==> src/rtl/branch_resolve_unit.sv <==
// branch_resolve_unit
//
// Resolves conditional branches at the end of Execute and registers the
// outcome into Memory. The M-stage register feeds the direction predictor
// update port (branchM / actual_takeM / pcM). A mispredict raises a
// valid/ready redirect request toward fetch, and the request is held until
// fetch accepts it. Saturating counters record branches and mispredicts.
//
// Ports
//   clk, rst            clock; synchronous active-high reset
//   stallM, flushM      E->M register hold / bubble insert (flush wins)
//   branchE, branchL_E  E-stage conditional branch, branch-likely variant
//   pred_takeE          predicted direction carried down from D
//   condE               000 beq, 001 bne, 010 blez, 011 bgtz, 100 bltz,
//                       101 bgez, 11x never taken
//   rs_valE, rt_valE    forwarded operands
//   pcE, immE           branch PC, sign-extended word offset (unshifted)
//   redirect_ready      fetch accepts the redirect this cycle
//   branchM, actual_takeM, pcM   predictor update port
//   mispredM, annul_slotM        fresh-only M-stage event flags
//   redirect_valid, redirect_pc  redirect request to fetch
//   redirect_err        sticky: mispredict seen while a redirect was pending
//   branch_cnt, mispred_cnt      saturating performance counters

module branch_resolve_unit #(
    parameter int CNT_W = 32
) (
    input  logic             clk,
    input  logic             rst,
    input  logic             stallM,
    input  logic             flushM,
    input  logic             branchE,
    input  logic             branchL_E,
    input  logic             pred_takeE,
    input  logic [2:0]       condE,
    input  logic [31:0]      rs_valE,
    input  logic [31:0]      rt_valE,
    input  logic [31:0]      pcE,
    input  logic [31:0]      immE,
    input  logic             redirect_ready,
    output logic             branchM,
    output logic             actual_takeM,
    output logic [31:0]      pcM,
    output logic             mispredM,
    output logic             annul_slotM,
    output logic             redirect_valid,
    output logic [31:0]      redirect_pc,
    output logic             redirect_err,
    output logic [CNT_W-1:0] branch_cnt,
    output logic [CNT_W-1:0] mispred_cnt
);

    localparam logic [CNT_W-1:0] CNT_ONE = CNT_W'(1);

    // ------------------------------------------------------------------
    // E stage: condition evaluation and redirect address
    // ------------------------------------------------------------------
    logic        cond_met;
    logic        take_e;
    logic        rs_zero;
    logic        rs_neg;
    logic [31:0] target_e;
    logic [31:0] fall_e;
    logic [31:0] redir_e;

    assign rs_zero = (rs_valE == 32'd0);
    assign rs_neg  = rs_valE[31];

    always_comb begin
        cond_met = 1'b0;
        case (condE)
            3'b000:  cond_met = (rs_valE == rt_valE);
            3'b001:  cond_met = (rs_valE != rt_valE);
            3'b010:  cond_met = rs_neg | rs_zero;     // blez
            3'b011:  cond_met = ~rs_neg & ~rs_zero;   // bgtz
            3'b100:  cond_met = rs_neg;               // bltz
            3'b101:  cond_met = ~rs_neg;              // bgez
            default: cond_met = 1'b0;
        endcase
    end

    assign take_e   = branchE & cond_met;
    assign target_e = pcE + 32'd4 + (immE << 2);
    // Fall-through skips the delay slot, which has already been fetched.
    assign fall_e   = pcE + 32'd8;
    assign redir_e  = take_e ? target_e : fall_e;

    // ------------------------------------------------------------------
    // E->M register
    // ------------------------------------------------------------------
    logic        vld_m;
    logic        take_m;
    logic        pred_m;
    logic        likely_m;
    logic [31:0] pc_m;
    logic [31:0] redir_addr_m;
    // Set on every load, cleared while held, so a stalled entry raises its
    // mispredict / annul / count events exactly once.
    logic        fresh_m;

    always_ff @(posedge clk) begin
        if (rst || flushM) begin
            vld_m        <= 1'b0;
            take_m       <= 1'b0;
            pred_m       <= 1'b0;
            likely_m     <= 1'b0;
            pc_m         <= 32'd0;
            redir_addr_m <= 32'd0;
            fresh_m      <= 1'b0;
        end else if (!stallM) begin
            vld_m        <= branchE;
            take_m       <= take_e;
            pred_m       <= pred_takeE;
            likely_m     <= branchL_E;
            pc_m         <= pcE;
            redir_addr_m <= redir_e;
            fresh_m      <= 1'b1;
        end else begin
            fresh_m      <= 1'b0;
        end
    end

    logic fresh_br;
    assign fresh_br     = fresh_m & vld_m;

    assign branchM      = vld_m;
    assign actual_takeM = take_m;
    assign pcM          = pc_m;
    assign mispredM     = fresh_br & (take_m ^ pred_m);
    assign annul_slotM  = fresh_br & likely_m & ~take_m;

    // ------------------------------------------------------------------
    // Redirect handshake
    // ------------------------------------------------------------------
    typedef enum logic {
        IDLE = 1'b0,
        PEND = 1'b1
    } state_t;

    state_t      state;
    state_t      state_nxt;
    logic [31:0] pend_pc;

    always_ff @(posedge clk) begin
        if (rst) begin
            state        <= IDLE;
            pend_pc      <= 32'd0;
            redirect_err <= 1'b0;
        end else begin
            state <= state_nxt;
            if (state == IDLE && mispredM && !redirect_ready)
                pend_pc <= redir_addr_m;
            // A second mispredict while one is outstanding cannot be
            // queued; flag it and keep the original request intact.
            if (state == PEND && mispredM)
                redirect_err <= 1'b1;
        end
    end

    always_comb begin
        state_nxt      = state;
        redirect_valid = 1'b0;
        redirect_pc    = redir_addr_m;
        case (state)
            IDLE: begin
                redirect_valid = mispredM;
                redirect_pc    = redir_addr_m;
                if (mispredM && !redirect_ready)
                    state_nxt = PEND;
            end
            PEND: begin
                redirect_valid = 1'b1;
                redirect_pc    = pend_pc;
                if (redirect_ready)
                    state_nxt = IDLE;
            end
            default: state_nxt = IDLE;
        endcase
    end

    // ------------------------------------------------------------------
    // Saturating performance counters
    // ------------------------------------------------------------------
    always_ff @(posedge clk) begin
        if (rst) begin
            branch_cnt  <= '0;
            mispred_cnt <= '0;
        end else begin
            if (fresh_br && !(&branch_cnt))
                branch_cnt <= branch_cnt + CNT_ONE;
            if (mispredM && !(&mispred_cnt))
                mispred_cnt <= mispred_cnt + CNT_ONE;
        end
    end

endmodule
==> config.mk <==
export PLATFORM = sky130hd
export DESIGN_NAME = branch_resolve_unit
export DESIGN_NICKNAME = d
export VERILOG_FILES = /design/src/rtl/branch_resolve_unit.sv
export SDC_FILE = /design/constraint.sdc
export NUM_CORES = 1
export LEC_CHECK = 0
export BUFFER_PORTS_ARGS = -buffer_cell sky130_fd_sc_hd__buf_2
export CAP_MARGIN = 20
export CORE_MARGIN = 2
export CORE_UTILIZATION = 50
export CTS_BUF_LIST = sky130_fd_sc_hd__clkbuf_16
export DETAILED_ROUTE_END_ITERATION = 10
export GPL_TIMING_DRIVEN = 0
export PLACE_DENSITY = 0.77
export SYNTH_ARGS = -nofsm -noshare
export SYNTH_HDL_FRONTEND = slang
export SYNTH_SLANG_ARGS = --single-unit
==> constraint.sdc <==
create_clock -name clk -period 4 [get_ports clk]
set_input_delay 0.8 -clock clk [delete_from_list [all_inputs] [get_ports clk]]
set_output_delay 0.8 -clock clk [all_outputs]
set_load 0.05 [all_outputs]
# Yosys cells after proc, flatten, opt, wreduce, memory -nomap -nowiden
# Cells that the tools add are included.
[totals]
regBits = 167
latch_bits = 0
mem_bits_rw = 0
rom_bits = 0
input_bits = 139
word_cells = 58
mem_count = 0
[classes]
n_addsub = 5
multipliers = 0
div_mod_pow = 0
magnitude_cmp = 0
eq_ne = 7
n_shift = 0
n_mux = 8
bitwise_logic = 12
n_reduce_logical = 14
[op_table]
columns = ["cell", "count"]
rows = [
  ["$add A32 B1 Y32 const B", 2],
  ["$pmux W32 S2", 1],
  ["$reduce_and A32 Y1", 2],
  ["$add A32 B3 Y32 const B", 1],
  ["$add A32 B32 Y32", 1],
  ["$add A32 B4 Y32 const B", 1],
  ["$eq A32 B32 Y1", 1],
  ["$logic_not A32 Y1", 1],
  ["$mux W32", 1],
  ["$ne A32 B32 Y1", 1],
  ["$and A1 B1 Y1", 6],
  ["$eq A3 B2 Y1 const B", 2],
  ["$eq A3 B3 Y1 const B", 2],
  ["$logic_and A1 B1 Y1", 6],
  ["$pmux W1 S6", 1],
  ["$not A1 Y1", 4],
  ["$pmux W1 S2", 2],
  ["$eq A3 B1 Y1 const B", 1],
  ["$logic_not A1 Y1", 3],
  ["$logic_not A3 Y1", 1],
  ["$mux W1", 3],
  ["$logic_or A1 B1 Y1", 1],
  ["$or A1 B1 Y1", 1],
  ["$xor A1 B1 Y1", 1],
]

# Longest topological paths before layout
[logic_depth]
word_depth = 6
depth_mapped = 14
depth_no_buf = 14

# Worst setup path after synthesis
# Ideal clock, no wire load.
[synth_timing]
path_type = "input to register"
from = "input port pcE[3]"
to = "register redir_addr_m[25]"
setup_time_ns = 0.124
arrival_ns = 3.098
setup_slack_ns = 0.778
path_stages = 12
path_cell_list = "ha_1 ha_1 fa_1 nand3_1 a32o_1 o21ai_0 a31oi_1 o21a_1 o21ai_0 a21bo_2 xnor2_1 o21ai_0"
[synth_between]
elab_chain_len = 3
elab_cells_between_ends = 4
classes_between = "3 x add/sub; 1 x mux"
[synth_lines]
columns = ["element", "line_no", "source"]
rows = [
  ["start: declaration", "38", "input logic [31:0] pcE,"],
  ["$add A32 B3 Y32", "83", "assign target_e = pcE + 32'd4 + (immE << 2);"],
  ["$add A32 B32 Y32", "83", ""],
  ["$mux W32 (*)", "86", "assign redir_e = take_e ? target_e : fall_e;"],
  ["end signal: assignment", "116", "redir_addr_m <= redir_e;"],
  ["end: declaration", "96", "logic [31:0] redir_addr_m;"],
]
# Mark *: on every way between the ends. The rest lies on a longest branch, timed or not.
# A chain may end at the register's enable or synchronous reset.

# Worst setup path after layout
# Same ends and word-level chain as after synthesis.

==> run_results.csv <==
group,metric,value,unit
run_status,outcome,"finished clean",
clocking,post_cts_buffers,0,
timing,setup_viol,0,
critical_path,critPathCaptureType,"register",
power,vdd_ir_drop_max,294,uV
timing,hold_viol_final,0,
timing,rsz0062_at_grt,"false",
global_routing,first_global_vias,8835,
power,seq_power_share,39.9,%
clocking,clock-root-buffer,"clkbuf_16",
logic_synthesis,yosysMostFrequentCell,"dfxtp_1",
drt,drc,0,
clocking,cts_resized,0,
global_routing,grt_busiest_layer,"met2",
drt,dr.pass1.iters,6,
global_routing,grt_max_degree,17,
drt,vias,9561,
logic_synthesis,ys_top_cells_by_area,"dfxtp_1, xor2_1, ha_1, nand2_1, nor2_1",
logic_synthesis,synth_cell_type_count,62,
clocking,cts_tree,"yes",
finish,nets,1677,
global_routing,grt_overflow,0,
clocking,htreeDepth,4,
floorplanning,die-area,20900,sq um
min_path,hp-class,"register to register",
logic_synthesis,yosysTopAreaCell,"dfxtp_1",
logic_synthesis,syn_area,9860,sq um
logic_synthesis,ys.flop_type,"dfxtp_1",
drt,viasPerCell,5.45,
min_path,min_path_cells,2,
timing,relSlewSlack,36.6,%
power,p_clk_share,40.9,%
global_routing,grt_pass1_wl,44000,um
global_routing,grtUsageMet1,34.6,%
logic_synthesis,synth_top_area_share,33.5,%
logic_synthesis,synth_top_cells_by_count,"dfxtp_1, nand2_1, nor2_1, a21oi_1, xor2_1",
power,p_switching,1.25,mW
global_routing,grt.met3_usage,5.53,%
timing,min_period,3.46,ns
finish,fillCellCount,1798,
logic_synthesis,synth_warnings,0,
timing,report.final.slew_viol_count,0,
logic_synthesis,ys_seq_area_share,33.5,%
floorplanning,ioPinCount,273,
logic_synthesis,synth_edf_count,0,
floorplanning,initial_core_util,50.8,%
clocking,clk_latency,0.43,ns
global_routing,antenna_found_initial,2,
critical_path,crit_path_start_kind,"primary input",
logic_synthesis,ys_seq_elements,165,
drt,detail_route.wl_per_cell,16.0,um
power,p_per_area,348,nW/um^2
critical_path,worstPathArrival,3.77,ns
power,comb_power_share,19.2,%
global_routing,use_met2,44.2,%
clocking,clock_path_buffers,2,
clocking,numCtsBuffers,17,
timing,tightest_slew,0.951,ns
timing,period_share,86.6,%
floorplanning,dieHeight,144,um
power,p_int,2.98,mW
placed_design,placement.io_buffers,268,
logic_synthesis,synthCells,1190,
timing,clock_skew,0.00695,ns
drt,first_iter_violations,483,
floorplanning,die_width,144,um
drt,wl,28100,um
timing,fin_tns_setup,0,ns
floorplanning,rows,51,
power,switching_share,29.6,%
critical_path,r2r_cells,10,
placed_design,dp.final_hpwl,22200,um
timing,fmax,289,MHz
logic_synthesis,syn_nets,1390,
critical_path,crit_type,"primary input to register",
drt,postRouteAntennaNets,0,
clocking,clk_pin_slew,0.06,ns
logic_synthesis,syn_area_per_cell,8.29,sq um
global_routing,gr-usage-all-layers,26.5,%
clocking,cts.sinks,165,
critical_path,worstPathMaxFanout,7,
floorplanning,core,19400,sq um
finish,num_antenna_cells,0,
finish,layout-area-overhead-vs-synth,23.2,%
finish,drive_above_1_share,24.0,%
clocking,cts_hold_buf,0,
logic_synthesis,async_flop_share,0,%
power,leakage,5.40,nW
job,max_cap_viol_count,0,
finish,fin_util,62.6,%
critical_path,cp.required,4.30,ns
placed_design,gp_congestion,0.997,
[worst max-delay path, cell delays in order]
cell and delay (ns):
buf_2 0.15, ha_1 0.30, ha_1 0.23, fa_1 0.40
nand3_1 0.14, a32o_1 0.31, o21ai_0 0.18, a31oi_1 0.30
o21a_1 0.21, o21ai_0 0.16, a21bo_2 0.25, xnor2_1 0.21
o21ai_0 0.12
[per-stage QoR]
stage	instances	power, mW	hold WS [ns]	setup slack [ns]	instance area (sq um)
floorplan	1190	2.27	0.433	0.778	9860
global placement	1723	2.51	0.438	0.175	11500
detailed placement	1723	2.52	0.446	0.178	11500
CTS	1754	4.25	0.456	0.616	12200
global route	1754	4.41	0.471	0.336	12200
finish	1754	4.23	0.452	0.537	12200
[routing by layer]
layer / wire, um / share of wire [%] / vias up
met5: 26 / 0.093 / -
met4: 470 / 1.7 / 4
met3: 2110 / 7.5 / 39
met2: 13200 / 47 / 352
met1: 12300 / 44 / 4424
li1: - / - / 4742
[cell type report]
| type | count | area [sq um] | area share, % |
|---|---|---|---|
| Clock inverter | 14 | 193 | 1.59 |
| Tap cell | 265 | 332 | 2.73 |
| Buffer | 54 | 215 | 1.77 |
| Multi-Input combinational cell | 945 | 6240 | 51.4 |
| Clock buffer | 17 | 425 | 3.50 |
| Timing Repair Buffer | 268 | 1340 | 11.0 |
| Sequential cell | 165 | 3300 | 27.2 |
| Inverter | 26 | 97.6 | 0.803 |
[power groups by stage]
stage	clock network, mW	registers, mW	logic, mW
4_1_cts	1.76	1.69	0.806
6_report	1.73	1.69	0.814
5_1_grt	1.83	1.69	0.889
3_3_place_gp	0	1.72	0.789
2_1_floorplan	0	1.76	0.511
3_5_place_dp	0	1.73	0.797
[cells in the final DEF (no fill, tap or decap), types with 14 or more instances in the layout]
cell type	Yosys	layout
xnor2_1	47	47
o211ai_1	17	17
clkbuf_16	0	17
buf_2	1	269
mux2_2	35	35
a21oi_1	94	94
inv_1	25	25
xor2_1	88	88
nand4_1	25	25
or3_1	14	14
ha_1	60	60
dfxtp_1	165	165
nand2_1	154	154
clkbuf_1	48	48
o21ai_0	41	41
nor4_1	21	21
nor2_1	134	134
mux2i_1	40	40
and2_1	16	16
nand3_1	46	46
[flip-flops by register name, summed over array words and instances (netlist names)]
| register | count |
|---|---|
| pcM | 32 |
| fresh_m | 1 |
| redirect_err | 1 |
| pend_pc | 32 |
| state | 1 |
| likely_m | 1 |
| actual_takeM | 1 |
| pred_m | 1 |
| mispred_cnt | 32 |
| branch_cnt | 32 |
| redir_addr_m | 30 |
| branchM | 1 |
[cells by family after synthesis]
logic type	share of synthesized area, %
compound gates	12.3
xor+xnor	12.0
fa+ha+maj	7.82
buf+inv	3.17
flops	33.5
mux	8.06
simple gates	23.1
[final timing paths]
kind,start,to,slack [ns]
setup / recovery,pcE[3],redir_addr_m[25],0.54
hold / removal,pend_pc[16],pend_pc[16],0.45
setup reg to reg,mispred_cnt[3],mispred_cnt[14],1.34
hold reg to reg,pend_pc[16],pend_pc[16],0.45
No activity file was read; power rests on OpenSTA's default activity.
